===== config.mk =====
export PLATFORM = sky130hd
export DESIGN_NAME = adc_capture_ctrl_flat
export DESIGN_NICKNAME = d
export VERILOG_FILES = /design/src/rtl/adc_capture_ctrl_if.sv /design/src/rtl/adc_capture_ctrl.sv /design/src/flat_wrapper.sv
export SDC_FILE = /design/constraint.sdc
export NUM_CORES = 1
export LEC_CHECK = 0
export ABC_AREA = 1
export CORE_UTILIZATION = 40
export DETAILED_ROUTE_END_ITERATION = 8
export PLACE_DENSITY = 0.73
export SYNTH_ARGS = -nofsm -noshare
export SYNTH_HDL_FRONTEND = slang
export SYNTH_SLANG_ARGS = --single-unit

===== constraint.sdc =====
create_clock -name sys_clk -period 3.35 [get_ports sys_clk]
set_clock_uncertainty 0.15 [all_clocks]
set_input_delay 0.335 -clock sys_clk [delete_from_list [all_inputs] [get_ports sys_clk]]
set_output_delay 0.335 -clock sys_clk [all_outputs]
set_load 0.03 [all_outputs]

===== src/rtl/adc_capture_ctrl_if.sv =====
// rtl/adc_capture_ctrl_if.sv - RAM write port bundle for adc_capture_ctrl
interface adc_capture_ctrl_if #(
   parameter int ADDR_W = 13
);
   logic              adc_we_o;
   logic [ADDR_W-1:0] adc_addr_o;
   logic [31:0]       adc_data_o;

   modport master (output adc_we_o, output adc_addr_o, output adc_data_o);
   modport slave  (input  adc_we_o, input  adc_addr_o, input  adc_data_o);
endinterface


===== src/rtl/adc_capture_ctrl.sv =====
// rtl/adc_capture_ctrl.sv - ADC sample-set capture into RAM with decimation, trigger and ring mode
module adc_capture_ctrl #(
   parameter int NUM_CH   = 2,
   parameter int SAMPLE_W = 12,
   parameter int ADDR_W   = 13
) (
   input  logic                       sys_clk,
   input  logic                       sys_rst,
   input  logic [NUM_CH*SAMPLE_W-1:0] adc_sample_i,
   input  logic                       adc_valid_i,
   input  logic                       trig_i,
   input  logic                       csr_start_i,
   input  logic                       csr_stop_i,
   input  logic [ADDR_W-1:0]          csr_base_i,
   input  logic [ADDR_W-1:0]          csr_len_i,
   input  logic [7:0]                 csr_decim_i,
   input  logic                       csr_ring_i,
   input  logic                       csr_trig_en_i,
   output logic                       csr_busy_o,
   output logic                       csr_done_o,
   output logic                       csr_overrun_o,
   output logic                       csr_wrapped_o,
   output logic [ADDR_W-1:0]          csr_last_addr_o,
   adc_capture_ctrl_if.master         wr_if
);
   localparam int WPS   = (NUM_CH + 1) / 2;
   localparam int OFS_W = ADDR_W + 2;
   localparam bit TWO_W = (WPS == 2);

   typedef enum logic [1:0] {S_IDLE, S_ARM, S_CAPTURE, S_DONE} state_e;
   state_e state_q, state_d;

   logic [ADDR_W-1:0]          base_q, len_q, addr_q, last_addr_q, wr_addr;
   logic [7:0]                 decim_q, dec_q;
   logic                       ring_q, stop_q, overrun_q, wrapped_q, we_q;
   logic [OFS_W-1:0]           offset_q, offset_inc, len_ext, limit, sched;
   logic [1:0]                 pend_q;
   logic [NUM_CH*SAMPLE_W-1:0] shadow_q;
   logic [31:0]                data_q;
   logic [3:0][15:0]           lane;
   logic [1:0][31:0]           word;
   logic                       in_cap, start_acc, stopping, writing, at_limit;
   logic                       can_take, take, overrun_hit, widx;

   for (genvar k = 0; k < 4; k++) begin : g_lane
      if (k < NUM_CH) begin : g_ch
         assign lane[k] = 16'(shadow_q[k*SAMPLE_W +: SAMPLE_W]);
      end else begin : g_pad
         assign lane[k] = '0;
      end
   end
   assign word = lane;

   // Ring mode with zero length spans the whole address space in sets
   assign len_ext    = (len_q == '0 && ring_q) ? (OFS_W'(1) << ADDR_W) : OFS_W'(len_q);
   assign limit      = TWO_W ? {len_ext[OFS_W-2:0], 1'b0} : len_ext;
   assign in_cap     = (state_q == S_CAPTURE);
   assign start_acc  = csr_start_i && (state_q == S_IDLE || state_q == S_DONE);
   assign stopping   = stop_q || csr_stop_i;
   assign writing    = (pend_q != 2'd0);
   assign offset_inc = offset_q + OFS_W'(1);
   assign at_limit   = writing && (offset_inc == limit);
   assign sched      = offset_q + OFS_W'(pend_q);
   assign wr_addr    = base_q + offset_q[ADDR_W-1:0];
   assign widx       = TWO_W && (pend_q == 2'd1);

   // The last pending word leaves the shadow on this edge, so a new set may replace it
   assign can_take    = in_cap && adc_valid_i && (dec_q == 8'd0) && !stopping &&
                        (ring_q || sched < limit);
   assign take        = can_take && (pend_q <= 2'd1);
   assign overrun_hit = can_take && (pend_q > 2'd1);

   always_ff @(posedge sys_clk) begin
      if (sys_rst) begin
         state_q <= S_IDLE;
      end else begin
         state_q <= state_d;
      end
   end

   always_comb begin
      state_d = state_q;
      case (state_q)
         S_IDLE, S_DONE: begin
            if (csr_start_i) state_d = csr_trig_en_i ? S_ARM : S_CAPTURE;
         end
         S_ARM: begin
            if (csr_stop_i)  state_d = S_DONE;
            else if (trig_i) state_d = S_CAPTURE;
         end
         S_CAPTURE: begin
            if (!ring_q && (limit == '0 || at_limit))  state_d = S_DONE;
            else if (stopping && pend_q <= 2'd1)       state_d = S_DONE;
         end
         default: state_d = S_IDLE;
      endcase
   end

   always_comb begin
      csr_busy_o = 1'b0;
      csr_done_o = 1'b0;
      case (state_q)
         S_ARM, S_CAPTURE: csr_busy_o = 1'b1;
         S_DONE:           csr_done_o = 1'b1;
         default:          ;
      endcase
   end

   always_ff @(posedge sys_clk) begin
      if (sys_rst) begin
         base_q      <= '0;
         len_q       <= '0;
         decim_q     <= '0;
         ring_q      <= 1'b0;
         stop_q      <= 1'b0;
         dec_q       <= '0;
         offset_q    <= '0;
         pend_q      <= '0;
         shadow_q    <= '0;
         overrun_q   <= 1'b0;
         wrapped_q   <= 1'b0;
         we_q        <= 1'b0;
         addr_q      <= '0;
         data_q      <= '0;
         last_addr_q <= '0;
      end else begin
         we_q <= 1'b0;
         if (start_acc) begin
            base_q    <= csr_base_i;
            len_q     <= csr_len_i;
            decim_q   <= csr_decim_i;
            ring_q    <= csr_ring_i;
            stop_q    <= 1'b0;
            dec_q     <= '0;
            offset_q  <= '0;
            overrun_q <= 1'b0;
            wrapped_q <= 1'b0;
         end else begin
            if (in_cap && csr_stop_i) stop_q <= 1'b1;
            if (in_cap && adc_valid_i) dec_q <= (dec_q == decim_q) ? 8'd0 : dec_q + 8'd1;
            if (overrun_hit) overrun_q <= 1'b1;
            if (writing) begin
               we_q        <= 1'b1;
               addr_q      <= wr_addr;
               last_addr_q <= wr_addr;
               data_q      <= word[widx];
               pend_q      <= pend_q - 2'd1;
               if (at_limit && ring_q) begin
                  offset_q  <= '0;
                  wrapped_q <= 1'b1;
               end else begin
                  offset_q  <= offset_inc;
               end
            end
            if (take) begin
               shadow_q <= adc_sample_i;
               pend_q   <= 2'(WPS);
            end
         end
      end
   end

   assign csr_overrun_o    = overrun_q;
   assign csr_wrapped_o    = wrapped_q;
   assign csr_last_addr_o  = last_addr_q;
   assign wr_if.adc_we_o   = we_q;
   assign wr_if.adc_addr_o = addr_q;
   assign wr_if.adc_data_o = data_q;
endmodule


===== src/flat_wrapper.sv =====
// flat-port wrapper written by rule: the top's interface ports become plain ports
module adc_capture_ctrl_flat 
#(
   parameter int NUM_CH   = 2,
   parameter int SAMPLE_W = 12,
   parameter int ADDR_W   = 13
)
  (sys_clk, sys_rst, adc_sample_i, adc_valid_i, trig_i, csr_start_i, csr_stop_i, csr_base_i, csr_len_i, csr_decim_i, csr_ring_i, csr_trig_en_i, csr_busy_o, csr_done_o, csr_overrun_o, csr_wrapped_o, csr_last_addr_o, wr_if_adc_we_o, wr_if_adc_addr_o, wr_if_adc_data_o);
  adc_capture_ctrl_if #(.ADDR_W(ADDR_W)) wr_if_i ();
  input  logic sys_clk;
  input  logic sys_rst;
  input  logic [NUM_CH*SAMPLE_W-1:0] adc_sample_i;
  input  logic adc_valid_i;
  input  logic trig_i;
  input  logic csr_start_i;
  input  logic csr_stop_i;
  input  logic [ADDR_W-1:0] csr_base_i;
  input  logic [ADDR_W-1:0] csr_len_i;
  input  logic [7:0] csr_decim_i;
  input  logic csr_ring_i;
  input  logic csr_trig_en_i;
  output logic csr_busy_o;
  output logic csr_done_o;
  output logic csr_overrun_o;
  output logic csr_wrapped_o;
  output logic [ADDR_W-1:0] csr_last_addr_o;
  output wire logic [$bits(wr_if_i.adc_we_o)-1:0] wr_if_adc_we_o;
  output wire logic [$bits(wr_if_i.adc_addr_o)-1:0] wr_if_adc_addr_o;
  output wire logic [$bits(wr_if_i.adc_data_o)-1:0] wr_if_adc_data_o;
  assign wr_if_adc_we_o = wr_if_i.adc_we_o;
  assign wr_if_adc_addr_o = wr_if_i.adc_addr_o;
  assign wr_if_adc_data_o = wr_if_i.adc_data_o;
  adc_capture_ctrl #(.NUM_CH(NUM_CH), .SAMPLE_W(SAMPLE_W), .ADDR_W(ADDR_W)) u_core (.sys_clk(sys_clk), .sys_rst(sys_rst), .adc_sample_i(adc_sample_i), .adc_valid_i(adc_valid_i), .trig_i(trig_i), .csr_start_i(csr_start_i), .csr_stop_i(csr_stop_i), .csr_base_i(csr_base_i), .csr_len_i(csr_len_i), .csr_decim_i(csr_decim_i), .csr_ring_i(csr_ring_i), .csr_trig_en_i(csr_trig_en_i), .csr_busy_o(csr_busy_o), .csr_done_o(csr_done_o), .csr_overrun_o(csr_overrun_o), .csr_wrapped_o(csr_wrapped_o), .csr_last_addr_o(csr_last_addr_o), .wr_if(wr_if_i));
endmodule

==> metrics.txt <==
status finished with violations; failing checks DRC; ANT cells 0; total wire length approximately 19 mm; Num CTS Buffers 17; Die ar. between 15000 and 20000 µm²; actual slew at the worst max-slew pin about 0.73 ns; Clock Latency Late Sink approximately 0.43 ns; dpl hpwl around 13 mm; setup TNS 0 ns; sequential fraction of the synthesis area a little under two fifths; worst hold margin around 0.30 ns; Post-Route Utilization a little over half; WL/cell around 14 µm; Die Wd 131.7 µm; prevailing post-synth register cell dfxtp_1; Seq. cell area approximately 2500 µm²; Clock Path Buffers 2; Slew HR between 50% and 60%; CTS tree yes; largest net degree at the start of global routing 66; clock sink count between 100 and 150; Antenna Violating Nets Remaining 0; crit share post-route a little over nine tenths; P&R area growth vs syn 32.78%; Reg2Reg Setup Slack ~0.13 ns; CP Cell Sequence ha_2 -> inv_1 -> fa_2 -> nor2_4 -> nand3_1 -> xor2_1 -> ha_1 -> a21o_1 -> a211oi_2 -> nand3_2 -> nand2_2 -> nand4_4 -> clkbuf_16 -> o21ai_1 -> nor2_1; R2R Path Start u_core.offset_q[0]; FF+latch count, synth about 130; P per Cell Area about 840 nW/µm²; number of remaining DRC errors 2; initial core utilization 40.70%; Fill cells roughly 1600; Post-Synthesis Cells around 970; Hold Path Stages 2; CP max stage delay roughly 0.4 ns; Max-Cap Viols 0; LEAKAGE 3.763 nW; average cell area after synthesis just under 7 µm²; Worst Hold Class reg2reg; endpoint type of the worst setup path flop; CTS Hold Bufs 0; setup violators final 0; Worst R2R End u_core.shadow_q[7]; Vias between 6000 and 7000; CP Launch Type flop; initial antenna violation count 0; Critical Path RT between 3 and 4 ns; synth unique cells 39; Final min period approximately 3.2 ns; Ports between 100 and 150; EDFF count, synth 0; highest clock rate 310.3 MHz; vias per cell approximately 4.9; I/O Buffers between 100 and 150; root buffer cell clkbuf_16; async set-reset flop share out of synthesis 0%; fraction of layout cells with a size suffix above 1 under 10%; Reg clk slew, reported paths ~0.060 ns; Inst Count DP between 1000 and 1500; first-pass GRT wire length about 29 mm; Rows 47; maximum fanout along the worst path 7; Final Max Slew Viols 0; Worst Hold End u_core.wr_if.adc_data_o[10]; final hold violation count 0; crit path kind reg2reg; YS warnings 0; vias in the first global route about 5800; Global Route Usage Sum about a fifth; Final Net Count roughly 1200; Top Family by Delay on Critical Path adder cells; Remaining Overflow, GRT 0; synthesized area roughly 6700 µm²; GP Congestion 0.9580; number of DRC markers in iteration 0 between 300 and 400; slowest CP cell fa_2; H-tree depth 4; Buf/Inv on CP 2; DRT Pass-1 Iters 7; CP Data Arrival Time 3.39 ns; worst vdd ir 0.5617 mV; Die Ht about 130 µm; core footprint roughly 17000 µm²; non-filler instance count after layout ~1300; Design Power ~7.5 mW; Worst Reg-to-Reg Cells 15; HP Start u_core.shadow_q[10]; Multi-input gate area ~3500 µm²
kinds of logic (layout without fill, tap and decap cells):
kind of cell / count (synthesis) / after routing / synth area share (%)
compound gates: 196 / 196 / 15.22
xor+xnor: 35 / 35 / 4.558
fa+ha+maj: 33 / 33 / 6.363
buf+inv: 186 / 307 / 11.81
flops: 127 / 127 / 37.80
other cells: 1 / 8 / 0.05576
simple gates: 388 / 388 / 24.19
worst register-to-register path, stage by stage, from the launching register on:
cell and delay, ns:
dfxtp_2 0.33, ha_2 0.17, inv_1 0.06, fa_2 0.41, nor2_4 0.13, nand3_1 0.10, xor2_1 0.16, ha_1 0.31
a21o_1 0.17, a211oi_2 0.24, nand3_2 0.10, nand2_2 0.11, nand4_4 0.23, clkbuf_16 0.28, o21ai_1 0.12, nor2_1 0.05
cell type report:
| class | instances | share of cell area, % |
|---|---|---|
| repair buffers | 145 | 16.41 |
| inverters | 130 | 5.464 |
| multi-input cells | 660 | 39.50 |
| flip-flops and latches | 127 | 28.51 |
| clock inverters | 9 | 1.457 |
| well taps | 220 | 3.083 |
| clock buffers | 23 | 5.577 |
per-stage QoR:
stage	instance area, µm²	setup slack [ns]
CTS	8675	0.1075
detailed placement	8046	0.1132
global route	8930	-0.03489
finish	8930	0.1270
floorplan	6751	0.2715
global placement	8046	0.2196
registers in the layout (all words and copies together), names as in the netlist:
signal / flops
u_core.decim_q: 8
u_core.stop_q: 1
u_core.state_q: 2
u_core.offset_q: 15
u_core.wr_if.adc_we_o: 1
u_core.shadow_q: 24
u_core.len_q: 13
u_core.csr_overrun_o: 1
u_core.base_q: 13
u_core.wr_if.adc_addr_o: 13
u_core.dec_q: 8
u_core.ring_q: 1
u_core.csr_wrapped_o: 1
u_core.pend_q: 2
u_core.wr_if.adc_data_o: 24
how the worst max path moves through the flow:
stage                     cells past startpoint               start             endpoint  slack [ns]
after CTS                                    15    u_core.pend_q[0]   u_core.shadow_q[5]        0.11
after detailed placement                     15  u_core.offset_q[0]   u_core.shadow_q[5]        0.11
after floorplan                              15  u_core.offset_q[0]  u_core.shadow_q[12]        0.27
final                                        15  u_core.offset_q[0]   u_core.shadow_q[7]        0.13
after global routing                         20  u_core.offset_q[0]  u_core.shadow_q[10]       -0.03
after global placement                       19  u_core.offset_q[1]  u_core.shadow_q[20]        0.22
report_power, final:
part	switching, mW	internal [mW]	leakage [nW]	total [mW]
clock network	0.695	1.27	0.297	1.96
logic	2.02	1.22	2.43	3.25
registers	0.322	1.95	1.04	2.27
Yosys cell counts (3+ instances only):
master | number | share of area, %
xnor2_1 | 7 | 0.91
nor3_1 | 9 | 0.67
nand4_1 | 14 | 1.3
xor2_1 | 28 | 3.6
o21ai_0 | 103 | 7.7
or2_2 | 6 | 0.56
nor4_1 | 4 | 0.37
nor2_4 | 4 | 0.67
nand2_1 | 161 | 9.0
nand3_1 | 38 | 2.8
a21oi_1 | 77 | 5.7
o21bai_1 | 3 | 0.33
nor2_1 | 147 | 8.2
clkbuf_1 | 26 | 1.5
inv_1 | 128 | 7.1
ha_1 | 31 | 5.8
buf_4 | 22 | 2.5
dfxtp_1 | 127 | 38
buf_2 | 3 | 0.22
routing by layer:
layer,GRT usage [%],wire [µm],vias to the layer above
met5,0,0,-
met4,8.140,289,0
met3,5.015,1223,26
met2,33.86,8832,204
met1,27.50,8433,2936
li1,-,-,3288
cell usage in the layout (no fill, tap or decap), types with 2 or more instances in the layout:
master           count
clkbuf_16           20
o21ai_2              6
a21oi_2              2
or2_2                6
buf_6                3
xor2_1              27
a21oi_1             76
nand2_2              5
a211oi_1             2
o211ai_1             2
ha_1                29
nor2_1             144
o21ai_1             15
nor4_1               4
dfxtp_2              3
nand3_1             37
o21ai_0             84
nand4_1             14
clkbuf_8             5
xnor2_1              6
nor3_1               8
o21a_1               2
conb_1               8
nor2_4               6
o21bai_1             3
dfxtp_1            124
clkinvlp_4           4
clkinv_2             2
inv_1              128
bufinv_16            3
clkdlybuf4s50_1    120
buf_4               18
nand2_1            156
timing repair:
| action | in CTS | in global routing |
|---|---|---|
| setup buffers | 0 | 5 |
| endpoints found under the setup margin | 0 | 26 |
| resized for setup | 0 | 46 |
(Power assumes the default switching activity.)
